==> src/rtl/dt_preimage_search.sv <==
// Sweeps every feature vector through an external classifier and reports which
// inputs produce a masked target class code: first match, last match and count.
//
// state | meaning
// IDLE  | waiting for start_i; results hold the last completed sweep
// SCAN  | issuing candidates 0 .. 2**IN_W-1, one per cycle
// DRAIN | waiting CLS_LAT cycles for in-flight classifier results
// DONE  | one-cycle completion pulse
module dt_preimage_search #(
  parameter int IN_W    = 8,
  parameter int OUT_W   = 8,
  parameter int CLS_LAT = 0
) (
  input  logic             clk,
  input  logic             rst_n,
  input  logic             start_i,
  input  logic             abort_i,
  input  logic [OUT_W-1:0] target_i,
  input  logic [OUT_W-1:0] mask_i,
  output logic [IN_W-1:0]  cand_o,
  output logic             cand_vld_o,
  input  logic [OUT_W-1:0] cls_i,
  output logic             busy_o,
  output logic             done_o,
  output logic             found_o,
  output logic [IN_W-1:0]  first_o,
  output logic [IN_W-1:0]  last_o,
  output logic [IN_W:0]    count_o
);

  typedef enum logic [1:0] {IDLE, SCAN, DRAIN, DONE} state_t;

  localparam logic [IN_W-1:0] CAND_MAX = '1;
  localparam logic [2:0]      DRN_LD   = (CLS_LAT > 0) ? 3'(CLS_LAT - 1) : 3'd0;

  state_t           state, state_nxt;
  logic [OUT_W-1:0] tgt, msk;
  logic [2:0]       drn_cnt;
  logic             accept, kill, cand_last;
  logic             dly_vld, match;
  logic [IN_W-1:0]  dly_cand;

  assign accept    = (state == IDLE) && start_i && !abort_i;
  assign kill      = (state != IDLE) && abort_i;
  assign cand_last = (cand_o == CAND_MAX);

  always_comb begin
    state_nxt  = state;
    cand_vld_o = 1'b0;
    busy_o     = 1'b0;
    done_o     = 1'b0;
    case (state)
      IDLE:  if (accept) state_nxt = SCAN;
      SCAN: begin
        cand_vld_o = 1'b1;
        busy_o     = 1'b1;
        if (cand_last) state_nxt = (CLS_LAT > 0) ? DRAIN : DONE;
      end
      DRAIN: begin
        busy_o = 1'b1;
        if (drn_cnt == 3'd0) state_nxt = DONE;
      end
      DONE: begin
        done_o    = !abort_i;
        state_nxt = IDLE;
      end
      default: state_nxt = IDLE;
    endcase
    if (kill) state_nxt = IDLE;
  end

  always_ff @(posedge clk or negedge rst_n) begin
    if (!rst_n) begin
      state   <= IDLE;
      cand_o  <= '0;
      tgt     <= '0;
      msk     <= '0;
      drn_cnt <= '0;
    end else begin
      state <= state_nxt;
      if (accept) begin
        tgt    <= target_i;
        msk    <= mask_i;
        cand_o <= '0;
      end else if (kill) begin
        cand_o <= '0;
      end else if (state == SCAN && !cand_last) begin
        cand_o <= cand_o + 1'b1;
      end
      // Drain counter is preloaded throughout SCAN so DRAIN lasts exactly CLS_LAT cycles.
      if (state == SCAN)
        drn_cnt <= DRN_LD;
      else if (state == DRAIN && drn_cnt != 3'd0)
        drn_cnt <= drn_cnt - 3'd1;
    end
  end

  generate
    if (CLS_LAT == 0) begin : g_comb
      assign dly_vld  = cand_vld_o;
      assign dly_cand = cand_o;
    end else begin : g_pipe
      logic            pv [CLS_LAT];
      logic [IN_W-1:0] pc [CLS_LAT];
      always_ff @(posedge clk or negedge rst_n) begin
        if (!rst_n) begin
          for (int i = 0; i < CLS_LAT; i++) begin
            pv[i] <= 1'b0;
            pc[i] <= '0;
          end
        end else if (kill) begin
          for (int i = 0; i < CLS_LAT; i++) pv[i] <= 1'b0;
        end else begin
          pv[0] <= cand_vld_o;
          pc[0] <= cand_o;
          for (int i = 1; i < CLS_LAT; i++) begin
            pv[i] <= pv[i-1];
            pc[i] <= pc[i-1];
          end
        end
      end
      assign dly_vld  = pv[CLS_LAT-1];
      assign dly_cand = pc[CLS_LAT-1];
    end
  endgenerate

  assign match = dly_vld && (((cls_i ^ tgt) & msk) == '0);

  always_ff @(posedge clk or negedge rst_n) begin
    if (!rst_n) begin
      found_o <= 1'b0;
      first_o <= '0;
      last_o  <= '0;
      count_o <= '0;
    end else if (accept || kill) begin
      found_o <= 1'b0;
      first_o <= '0;
      last_o  <= '0;
      count_o <= '0;
    end else if (match) begin
      count_o <= count_o + 1'b1;
      last_o  <= dly_cand;
      if (!found_o) begin
        found_o <= 1'b1;
        first_o <= dly_cand;
      end
    end
  end

endmodule

==> config.mk <==
export PLATFORM = sky130hd
export DESIGN_NAME = dt_preimage_search
export DESIGN_NICKNAME = d
export VERILOG_FILES = /design/src/rtl/dt_preimage_search.sv
export SDC_FILE = /design/constraint.sdc
export NUM_CORES = 1
export LEC_CHECK = 0
export BUFFER_PORTS_ARGS = -buffer_cell sky130_fd_sc_hd__buf_2
export CORE_MARGIN = 4
export CORE_UTILIZATION = 45
export CTS_CLUSTER_SIZE = 12
export DETAILED_ROUTE_END_ITERATION = 12
export PLACE_DENSITY_LB_ADDON = 0.08
export SYNTH_ARGS = -nofsm -noshare
export SYNTH_HDL_FRONTEND = slang
export SYNTH_SLANG_ARGS = --single-unit
export TNS_END_PERCENT = 10
==> constraint.sdc <==
create_clock -name clk -period 2.7 [get_ports clk]
set_input_delay 0.27 -clock clk [delete_from_list [all_inputs] [get_ports clk]]
set_output_delay 0.27 -clock clk [all_outputs]
set_load 0.05 [all_outputs]
==> summary.md, run 1 <==
| Metric | Value |
|---|---|
| Status | completed |
| Reg2reg path depth | 5 |
| Combinational share of power | 38.7% |
| Fmax | 453.9 MHz |
| DR WL met2 | 2523 um |
| ANT cells | 0 |
| Hold path startpoint | target_i[7] |
| Placed Cells | 398 |
| Vias/cell | 4.963 |
| Port bufs | 64 |
| Num CTS Buffers | 5 |
| Remaining DRCs | 0 |
| Slowest cell on the critical path | or3_1 |
| CTS tree | yes |
| Die width | 83.70 um |
| Warnings from Yosys | 0 |
| Fin cells | 407 |
| Worst setup SP type | flop |
| Maxcap violations | 0 |
| Register clock-pin slew on the reported worst setup and hold paths | 0.10 ns |
| Layout net count | 371 |
| GP Congestion | 0.7886 |
| Slowest stage delay, CP | 0.51 ns |
| Routed Antenna Nets | 0 |
| Vias | 2020 |
| GR Overflow Total | 0 |
| # IOs | 65 |
| Post-Syn Nets | 302 |
| Max Root-Sink Buffers | 2 |
| Final Max Tran Viols | 0 |
| HPWL after DPL | 3904 um |
| Final setup TNS | 0 ns |
| Share of layout cells above drive strength 1 | 24.48% |
| Cell leakage power | 1.579 nW |
| Initial antenna violation count | 0 |
| Tmin final | 2.203 ns |
| Root Buffer | clkbuf_8 |
| # rows | 27 |
| Synth Instances | 265 |
| DR pass1 iterations | 4 |
| Syn Area/Cell | 9.731 um2 |
| Switching fraction of total power | 41.74% |
| Die area | 7006 um2 |
| Worst skew pair latency | 0.31 ns |
| Commonest non-fill, non-tap cell in the layout | nand2_1 |
| Worst Clk Skew | 0.009598 ns |
| Worst slew pin tran | 0.5274 ns |
| Most frequent cells in the layout | nand2_1, buf_2, dfrtp_1 |
| Crit. End Element | flop |
| Relative slew margins | 64.84% |
| Critical path fanouts, max | 19 |
| All-Layer GR Usage | 16.18% |
| Largest net degree at the start of global routing | 33 |
| Peak supply drop | 0.5664 mV |
| Metal3 WL | 286 um |
| Post-synthesis register bit count | 55 |
| Post-synth cell types | 33 |
| PwrDens | 824.6 nW/um2 |
| First-pass GRT wire length | 9308 um |
| Setup CP Type | reg2reg |
| Seq pwr share | 43.9% |
| Worst path cell trace | xor2_1 > a222oi_1 > nand4_2 > or3_1 > a21oi_1 |
| Die H | 83.70 um |
| CP required | 2.94 ns |
| H-tree depth | 2 |
| FFs w/ async S/R, synth | 100.0% |
| Clock Power Share | 17.5% |
| Post-cts gate resize count | 0 |
| Hold WC Path Type | in2reg |
| Initial Util | 46.54% |
| Vias in the first global route | 2079 |
| Sequential share of the synthesized area | 53.37% |
| Final WL | 5353 um |
| Routed length per instance | 13.15 um |
| CORE AREA | 5540 um2 |
| Hold depth | 3 |
| 1st-iter DRT viols | 58 |
| WP data arrival | 2.44 ns |
| Net Sw Power | 1.061 mW |
| Clock Sinks | 55 |
| Cell area after synthesis | 2579 um2 |
| FF-to-FF Start | tgt[2] |
| EDFF count, synth | 0 |
| Area growth from synthesis to layout | 19.55% |
| Most frequently used flop master after synthesis | dfrtp_1 |
| Wl on met1 | 2480 um |
| Setup violations, final | 0 |
| Launch point of the critical path | tgt[2] |
| Top Metal Used | met4 |
| Crit share post-route | 81.60% |
| Fillers | 517 |
| RSZ-0062 raised after global routing | no |
| Internal power | 1.481 mW |
| Final hold vios | 0 |
cell families after synthesis:
kind of cell / share of synthesized area (%)
AO/OA/AOI/OAI: 8.103
XOR/XNOR: 5.434
adder cells (fa/ha/maj): 4.367
buffers and inverters: 2.960
flip-flops: 53.37
multiplexers: 4.318
AND/OR/NAND/NOR: 21.45
per-stage QoR:
step	worst slack [ns]	utilization, %	instance area (um2)	hold slack (ns)	power [mW]
2_1_floorplan	0.5294	-	2579	-0.02559	1.882
3_3_place_gp	0.5794	53.93	2988	0.2873	2.112
3_5_place_dp	0.5049	53.93	2988	0.2826	2.135
4_1_cts	0.4983	55.65	3083	0.1356	2.583
5_1_grt	0.3428	55.65	3083	0.1284	2.732
6_report	0.4969	55.65	3083	0.1449	2.542
per-layer routing:
layer	GRT usage [%]	vias to the layer above
met5	0	-
met4	4.386	0
met3	3.751	6
met2	27.26	46
met1	20.91	948
li1	-	1020
registers in the layout, summed over array words and instances (netlist names):
name / flops
count_o: 9
cand_o: 8
first_o: 8
last_o: 8
msk: 8
tgt: 8
drn_cnt: 3
state: 2
found_o: 1
worst paths after layout:
check	slack, ns	endpoint
setup / recovery	0.50	count_o[8]
hold / removal	0.14	tgt[7]
setup reg to reg	0.50	count_o[8]
hold reg to reg	0.49	msk[6]
max in group asynchronous	1.43	tgt[4]
min in group asynchronous	0.46	count_o[6]
power by group through the flow:
stage                     sequential [mW]  clock, mW  combinational [mW]
final                                1.11      0.444               0.983
after floorplan                      1.23          0               0.652
after global placement               1.13          0               0.987
after CTS                            1.12      0.461                1.00
after global routing                 1.14      0.497                1.10
after detailed placement             1.13          0                1.00
cell usage after synthesis (2+ instances only):
master	number	area (um2)
buf_2	4	20.02
xnor2_1	4	35.03
nand3_1	16	80.08
dfrtp_1	55	1376
or3_1	7	43.79
nor2b_1	4	25.02
inv_1	7	26.28
a22oi_1	2	15.01
mux2i_1	10	100.1
nand2_1	68	255.2
nor2_1	15	56.30
clkbuf_1	4	15.01
ha_1	9	112.6
a21oi_1	9	45.04
xor2_1	12	105.1
o21ai_0	17	85.08
and3_1	4	25.02
a211oi_1	3	22.52
layout make-up:
cell class              instances  area, um2  area share [%]
flip-flops and latches         55       1376           44.64
multi-input cells             193       1126           36.53
repair buffers                 71      375.4           12.18
well taps                      72      90.09           2.922
clock buffers                   6      72.57           2.354
inverters                       8      30.03          0.9740
clock inverters                 2      12.51          0.4058
critical path, delay by kind of cell (launching register included):
kind | cells | cell delay, ns
compound gates | 2 | 0.59
xor+xnor | 1 | 0.16
simple gates | 2 | 0.99
flops | 1 | 0.40
repair_timing:
| item | in CTS | in global routing |
|---|---|---|
| buffers inserted | 0 | 0 |
| hold endpoints to repair | 23 | 0 |
| hold buffers | 1 | 0 |
No activity file was read; power rests on OpenSTA's default activity.
==> inputs of run 2 (changes only) <==
clock period = 2.11 ns   (was 2.7 ns; I/O delays follow)
==> run 2 against run 1 <==
  * Sequential power up 29%
  * Critical path depth rose by 1
  * Global-route usage increased by 0.13 points
  * Power is 28% higher
  * Register-to-register slack got worse by 0.33 ns
  * Fmax increased by 13%
  * Cell area increased by 0.49%
  * Largest cell class unchanged
  * Largest power group unchanged
==> summary.md, run 2 (synthesized netlist as in run 1, its figures left out) <==
| Metric | Value |
|---|---|
| Remaining DRCs | 0 (unchanged) |
| Peak supply drop | 0.7182 mV (+27%) |
| Relative slew margins | 65.16% (+0.32 points) |
| Crit share post-route | 92.07% (+10 points) |
| Fmax | 514.7 MHz (+13%) |
| First-pass GRT wire length | 9418 um (+1.2%) |
| Multi-input gate area | 1129 um2 (+0.22%) |
| ANT cells | 0 (unchanged) |
| R2R Path End | count_o[3] |
| All-Layer GR Usage | 16.30% (+0.13 points) |
| Reg2reg path depth | 6 (+1) |
| Fin cells | 407 (unchanged) |
| Die H | 83.70 um (unchanged) |
| Status | completed |
| Max reg flops | 9 (unchanged) |
| Initial antenna violation count | 0 (unchanged) |
| Hold path startpoint | mask_i[7] |
| CTS tree | yes |
| DR pass1 iterations | 4 (unchanged) |
| Port bufs | 64 (unchanged) |
| Worst slew pin tran | 0.5226 ns (-0.004860 ns) |
| Layout net count | 371 (unchanged) |
| Die area | 7006 um2 (unchanged) |
| Register clock-pin slew on the reported worst setup and hold paths | 0.10 ns (about the same) |
| Vias | 1992 (-1.4%) |
| Clock Sinks | 55 (unchanged) |
| Worst setup SP type | flop |
| Max Root-Sink Buffers | 2 (unchanged) |
| Commonest non-fill, non-tap cell in the layout | nand2_1 |
| Root Buffer | clkbuf_8 |
| GR Overflow Total | 0 (unchanged) |
| Setup WS pre-CTS | 0.1790 ns (-0.3259 ns) |
| # rows | 27 (unchanged) |
| Maxcap violations | 0 (unchanged) |
| FF-to-FF Start | tgt[2] |
| PwrDens | 1053 nW/um2 (+28%) |
| Area growth from synthesis to layout | 20.14% |
| Vias in the first global route | 2040 (-1.9%) |
| # IOs | 65 (unchanged) |
| Final core occ | 55.92% (+0.27 points) |
| Final WL | 5332 um (-0.39%) |
| Fillers | 552 (+6.8%) |
| Initial Util | 46.54% (unchanged) |
| Setup violations, final | 0 (unchanged) |
| Cell leakage power | 1.582 nW (+0.21%) |
| Critical path fanouts, max | 35 (+16) |
| Final worst-path setup slack | 0.1672 ns (-0.3297 ns) |
| End of the worst hold path | msk[7] |
| Vias/cell | 4.894 (-1.4%) |
| Die width | 83.70 um (unchanged) |
| Worst Clk Skew | 0.01355 ns (+0.003948 ns) |
| CORE AREA | 5540 um2 (unchanged) |
| Final hold vios | 0 (unchanged) |
| GP Congestion | 0.7441 (-5.6%) |
| H-tree depth | 2 (unchanged) |
| Routed length per instance | 13.10 um (-0.39%) |
| Post-cts gate resize count | 0 (unchanged) |
| Num CTS Buffers | 5 (unchanged) |
| Share of layout cells above drive strength 1 | 24.78% (+0.30 points) |
| Final Max Tran Viols | 0 (unchanged) |
| Placed Cells | 398 (unchanged) |
| RSZ-0062 raised after global routing | no |
| Tmin final | 1.943 ns (-0.2603 ns) |
| Final Total Pwr | 3.261 mW (+28%) |
| Final setup TNS | 0 ns (unchanged) |
| Most frequent cells in the layout | nand2_1, buf_2, dfrtp_1 |
| Reg area | 1376 um2 (unchanged) |
| Setup Fix Bufs, Post-CTS | 0 (unchanged) |
| Crit. End Element | flop |
| Setup CP Type | reg2reg |
| Reg2reg setup slack | 0.17 ns (-0.33 ns) |
| CP required | 2.35 ns (-0.59 ns) |
| Hold depth | 3 (unchanged) |
| WP data arrival | 2.18 ns (-0.26 ns) |
| Hold WC Path Type | in2reg |
| Top reg by flops | count_o |
| Routed Antenna Nets | 0 (unchanged) |
| Worst skew pair latency | 0.31 ns (about the same) |
| Largest net degree at the start of global routing | 36 (+9.1%) |
| 1st-iter DRT viols | 69 (+19%) |
| HPWL after DPL | 3902 um (about the same) |
[run 2: cell counts in the layout (fill, tap and decap cells not counted)]
No cell type changed its count.
[run 2: per-stage QoR]
| stage | hold WS, ns | cell area [um2] |
|---|---|---|
| detailed placement | 0.2198 | 3003 |
| global route | 0.08164 | 3098 |
| floorplan | -0.08459 | 2581 |
| CTS | 0.07684 | 3098 |
| finish | 0.08540 | 3098 |
| global placement | 0.2256 | 3003 |
[run 2: metal layers]
| metal | wire, um | track usage, % | vias to the layer above |
|---|---|---|---|
| met5 | 0 | 0 | - |
| met4 | 63 | 4.386 | 0 |
| met3 | 289 | 4.442 | 5 |
| met2 | 2460 | 27.48 | 45 |
| met1 | 2518 | 20.66 | 923 |
| li1 | - | - | 1019 |
[run 2: layout make-up]
class,instances,share of cell area (%)
Sequential cell,55,44.43
Inverter,8,0.9693
Multi-Input combinational cell,193,36.43
Timing Repair Buffer,71,12.52
Tap cell,72,2.908
Clock buffer,6,2.342
Clock inverter,2,0.4039
[run 2: repair_timing]
item                                    4_1_cts  5_1_grt
endpoints found under the setup margin        0        0
hold endpoints to repair                     21        0
hold buffers                                  1        0
[run 2: power breakdown]
part	switching, mW	leakage (nW)	internal [mW]	total, mW
logic	0.861	0.803	0.403	1.26
registers	0.164	0.738	1.26	1.43
clock network	0.337	0.0412	0.233	0.570
[run 2: worst max-delay path: stages, from the launching register on]
cell	delay [ns]
dfrtp_1	0.40
xor2_1	0.16
a222oi_1	0.40
nand4_2	0.14
buf_4	0.25
or3_1	0.38
a21oi_1	0.15
[run 2: worst max-delay path by stage]
stage / to / cells after the start / from
after floorplan: count_o[2] / 7 / state[1]
after global placement: count_o[3] / 6 / tgt[2]
after detailed placement: count_o[5] / 6 / tgt[2]
after CTS: count_o[5] / 6 / tgt[2]
after global routing: count_o[4] / 6 / tgt[2]
final: count_o[3] / 6 / tgt[2]
==> inputs of run 3 (changes only) <==
ABC_AREA = 1   (was not set)
==> run 3 against run 2 <==
  * Core utilization down 0.81 points
  * Die area up 9.0%
  * Wire length is 18% higher
  * Cell area is 7.2% higher
  * Setup slack better by 0.088 ns
  * Critical endpoint is now tgt[1]
  * Count of clock-buffer cells in the layout stayed put
  * Sequential cell count unchanged
  * Critical path type unchanged
  * Fmax rose by 4.7%
  * Global-route usage rose by 1.8 points
==> summary.md, run 3 <==
| Metric | Value |
|---|---|
| Maxcap violations | 0 (unchanged) |
| DR pass1 iterations | 4 (unchanged) |
| GP Congestion | 0.7817 (+5.1%) |
| Reg2reg path depth | 6 (unchanged) |
| Routed Antenna Nets | 0 (unchanged) |
| Setup violations, final | 0 (unchanged) |
| # rows | 28 (+3.7%) |
| Post-CTS Hold Fix Bufs | 1 (unchanged) |
| Hold path startpoint | mask_i[4] |
| Post-Syn Nets | 393 (+30%) |
| Largest net degree at the start of global routing | 25 (-31%) |
| Commonest non-fill, non-tap cell in the layout | nand2_1 |
| R2R Path End | tgt[1] |
| All-Layer GR Usage | 18.08% (+1.8 points) |
| Worst Clk Skew | 0.007547 ns (-0.005998 ns) |
| Tmin final | 1.855 ns (-0.08768 ns) |
| Initial Util | 47.05% (+0.51 points) |
| Crit share post-route | 87.92% (-4.2 points) |
| Final Total Pwr | 4.235 mW (+30%) |
| Final setup TNS | 0 ns (unchanged) |
| H-tree depth | 2 (unchanged) |
| Top-count cell post-synth | nand2_1 |
| Die width | 87.38 um (+4.4%) |
| Worst setup SP type | flop |
| WP data arrival | 2.03 ns (-0.15 ns) |
| Vias | 2427 (+22%) |
| Root Buffer | clkbuf_8 |
| Most frequently used flop master after synthesis | dfrtp_1 |
| Layout net count | 461 (+24%) |
| Setup Fix Bufs, Post-CTS | 0 (unchanged) |
| Setup CP Type | reg2reg |
| Critical path fanouts, max | 22 (-37%) |
| Largest cells by area after synthesis | dfrtp_1, nand2_1, nand3_1, inv_1, ha_1 |
| Fillers | 586 (+6.2%) |
| EDFF count, synth | 0 (unchanged) |
| Top-area cell type share of the netlist area | 48.54% (-4.8 points) |
| Crit. End Element | flop |
| Max reg flops | 9 (unchanged) |
| First-pass GRT wire length | 10860 um (+15%) |
| Initial antenna violation count | 0 (unchanged) |
| Port bufs | 64 (unchanged) |
| Reg2reg setup slack | 0.25 ns (+0.09 ns) |
| Clock Sinks | 55 (unchanged) |
| Synth Instances | 356 (+34%) |
| Most frequent cells in the layout | nand2_1, buf_2, dfrtp_1 |
| Area growth from synthesis to layout | 17.12% |
| Top reg by flops | count_o |
| End of the worst hold path | msk[4] |
| Worst slew pin tran | 0.5559 ns (+0.03333 ns) |
| Die H | 87.38 um (+4.4%) |
| Status | completed |
| Cell taking the most area after synthesis | dfrtp_1 |
| ANT cells | 0 (unchanged) |
| CORE AREA | 6026 um2 (+8.8%) |
| Share of layout cells above drive strength 1 | 21.93% (-2.8 points) |
| Peak supply drop | 0.6038 mV (-16%) |
| 1st-iter DRT viols | 88 (+28%) |
| Register clock-pin slew on the reported worst setup and hold paths | 0.10 ns (about the same) |
| Post-synthesis register bit count | 55 (unchanged) |
| FFs w/ async S/R, synth | 100.0% (unchanged) |
| Sequential share of the synthesized area | 48.54% (-4.8 points) |
| Reg area | 1376 um2 (unchanged) |
| Hold WC Path Type | in2reg |
| Remaining DRCs | 0 (unchanged) |
| Vias in the first global route | 2339 (+15%) |
| CTS tree | yes |
| Worst skew pair latency | 0.31 ns (about the same) |
| Max Root-Sink Buffers | 2 (unchanged) |
| HPWL after DPL | 4627 um (+19%) |
| CP required | 2.28 ns (-0.07 ns) |
| # IOs | 65 (unchanged) |
| Multi-input gate area | 1241 um2 (+10%) |
| Final Max Tran Viols | 0 (unchanged) |
| RSZ-0062 raised after global routing | no |
| Synth cell count leaders | nand2_1, dfrtp_1, nand3_1 |
| Post-cts gate resize count | 0 (unchanged) |
| GR Overflow Total | 0 (unchanged) |
| PwrDens | 1275 nW/um2 (+21%) |
| Vias/cell | 4.864 (-0.63%) |
| Final hold vios | 0 (unchanged) |
| Cell leakage power | 1.841 nW (+16%) |
| Warnings from Yosys | 0 (unchanged) |
| Num CTS Buffers | 5 (unchanged) |
| Routed length per instance | 12.56 um (-4.1%) |
| Hold depth | 3 (unchanged) |
| Relative slew margins | 62.90% (-2.3 points) |
| Syn Area/Cell | 7.964 um2 (-18%) |
| Cell area after synthesis | 2835 um2 (+9.9%) |
| Die area | 7634 um2 (+9.0%) |
| Final WL | 6268 um (+18%) |
| FF-to-FF Start | state[0] |
| Post-synth cell types | 29 (-12%) |
| Fmax | 539.1 MHz (+4.7%) |
## run 3: cell count changes after synthesis, moves of 10 or more
cell	previous run	this run
nand2_1	68	122
mux2i_1	10	0
nand3_1	16	37
nor2_1	15	30
inv_1	7	35
## run 3: how the worst max path moves through the flow
stage                     startpoint          to  cells past startpoint
after floorplan             state[1]  count_o[8]                      7
after global placement      state[0]      tgt[1]                      6
after detailed placement    state[0]      tgt[1]                      6
after CTS                   state[0]      tgt[1]                      6
after global routing        state[0]      tgt[0]                      7
final                       state[0]      tgt[1]                      6
## run 3: final cells by class
type                            count  area share [%]
Clock buffer                        6           2.487
Clock inverter                      1          0.1507
Inverter                           39           4.408
Multi-Input combinational cell    252           37.38
Sequential cell                    55           41.45
Tap cell                           75           2.826
Timing Repair Buffer               71           11.30
## run 3: worst max-delay path, stage by stage (launching register included)
cell     delay (ns)
dfrtp_1        0.44
inv_1          0.11
ha_1           0.22
nand3_2        0.15
buf_4          0.21
inv_1          0.43
o21ai_0        0.16
## run 3: logic make-up (layout without fill, tap and decap cells)
| kind of cell | count (synthesis) | count (layout) | share of synthesized area [%] |
|---|---|---|---|
| AND/OR/NAND/NOR | 209 | 209 | 32.35 |
| flip-flops | 55 | 55 | 48.54 |
| buffers and inverters | 49 | 117 | 7.678 |
| AO/OA/AOI/OAI | 28 | 28 | 5.605 |
| adder cells (fa/ha/maj) | 9 | 9 | 3.972 |
| XOR/XNOR | 6 | 6 | 1.853 |
## run 3: report_power, final
group,internal (mW),switching [mW]
clock,0.259,0.338
sequential,1.35,0.236
combinational,0.551,1.50
total,2.16,2.08
## run 3: stage by stage
step                cell area (um2)  cells  setup WS, ns  util, %  hold WS, ns
global route                   3321    499        0.1044    55.11      0.08035
floorplan                      2835    356        0.2161        -     -0.08459
finish                         3321    499        0.2549    55.11      0.09311
global placement               3223    491        0.3332    53.49       0.1394
detailed placement             3223    491        0.2471    53.49       0.1457
CTS                            3321    499        0.2491    55.11      0.08367
## run 3: per-layer routing
| layer | vias to the layer above | track usage, % | part of all wire [%] |
|---|---|---|---|
| met5 | - | 0 | 0 |
| li1 | 1257 | - | - |
| met1 | 1114 | 24.55 | 48 |
| met2 | 49 | 28.97 | 45 |
| met4 | 0 | 5.858 | 1.4 |
| met3 | 7 | 3.595 | 5.0 |
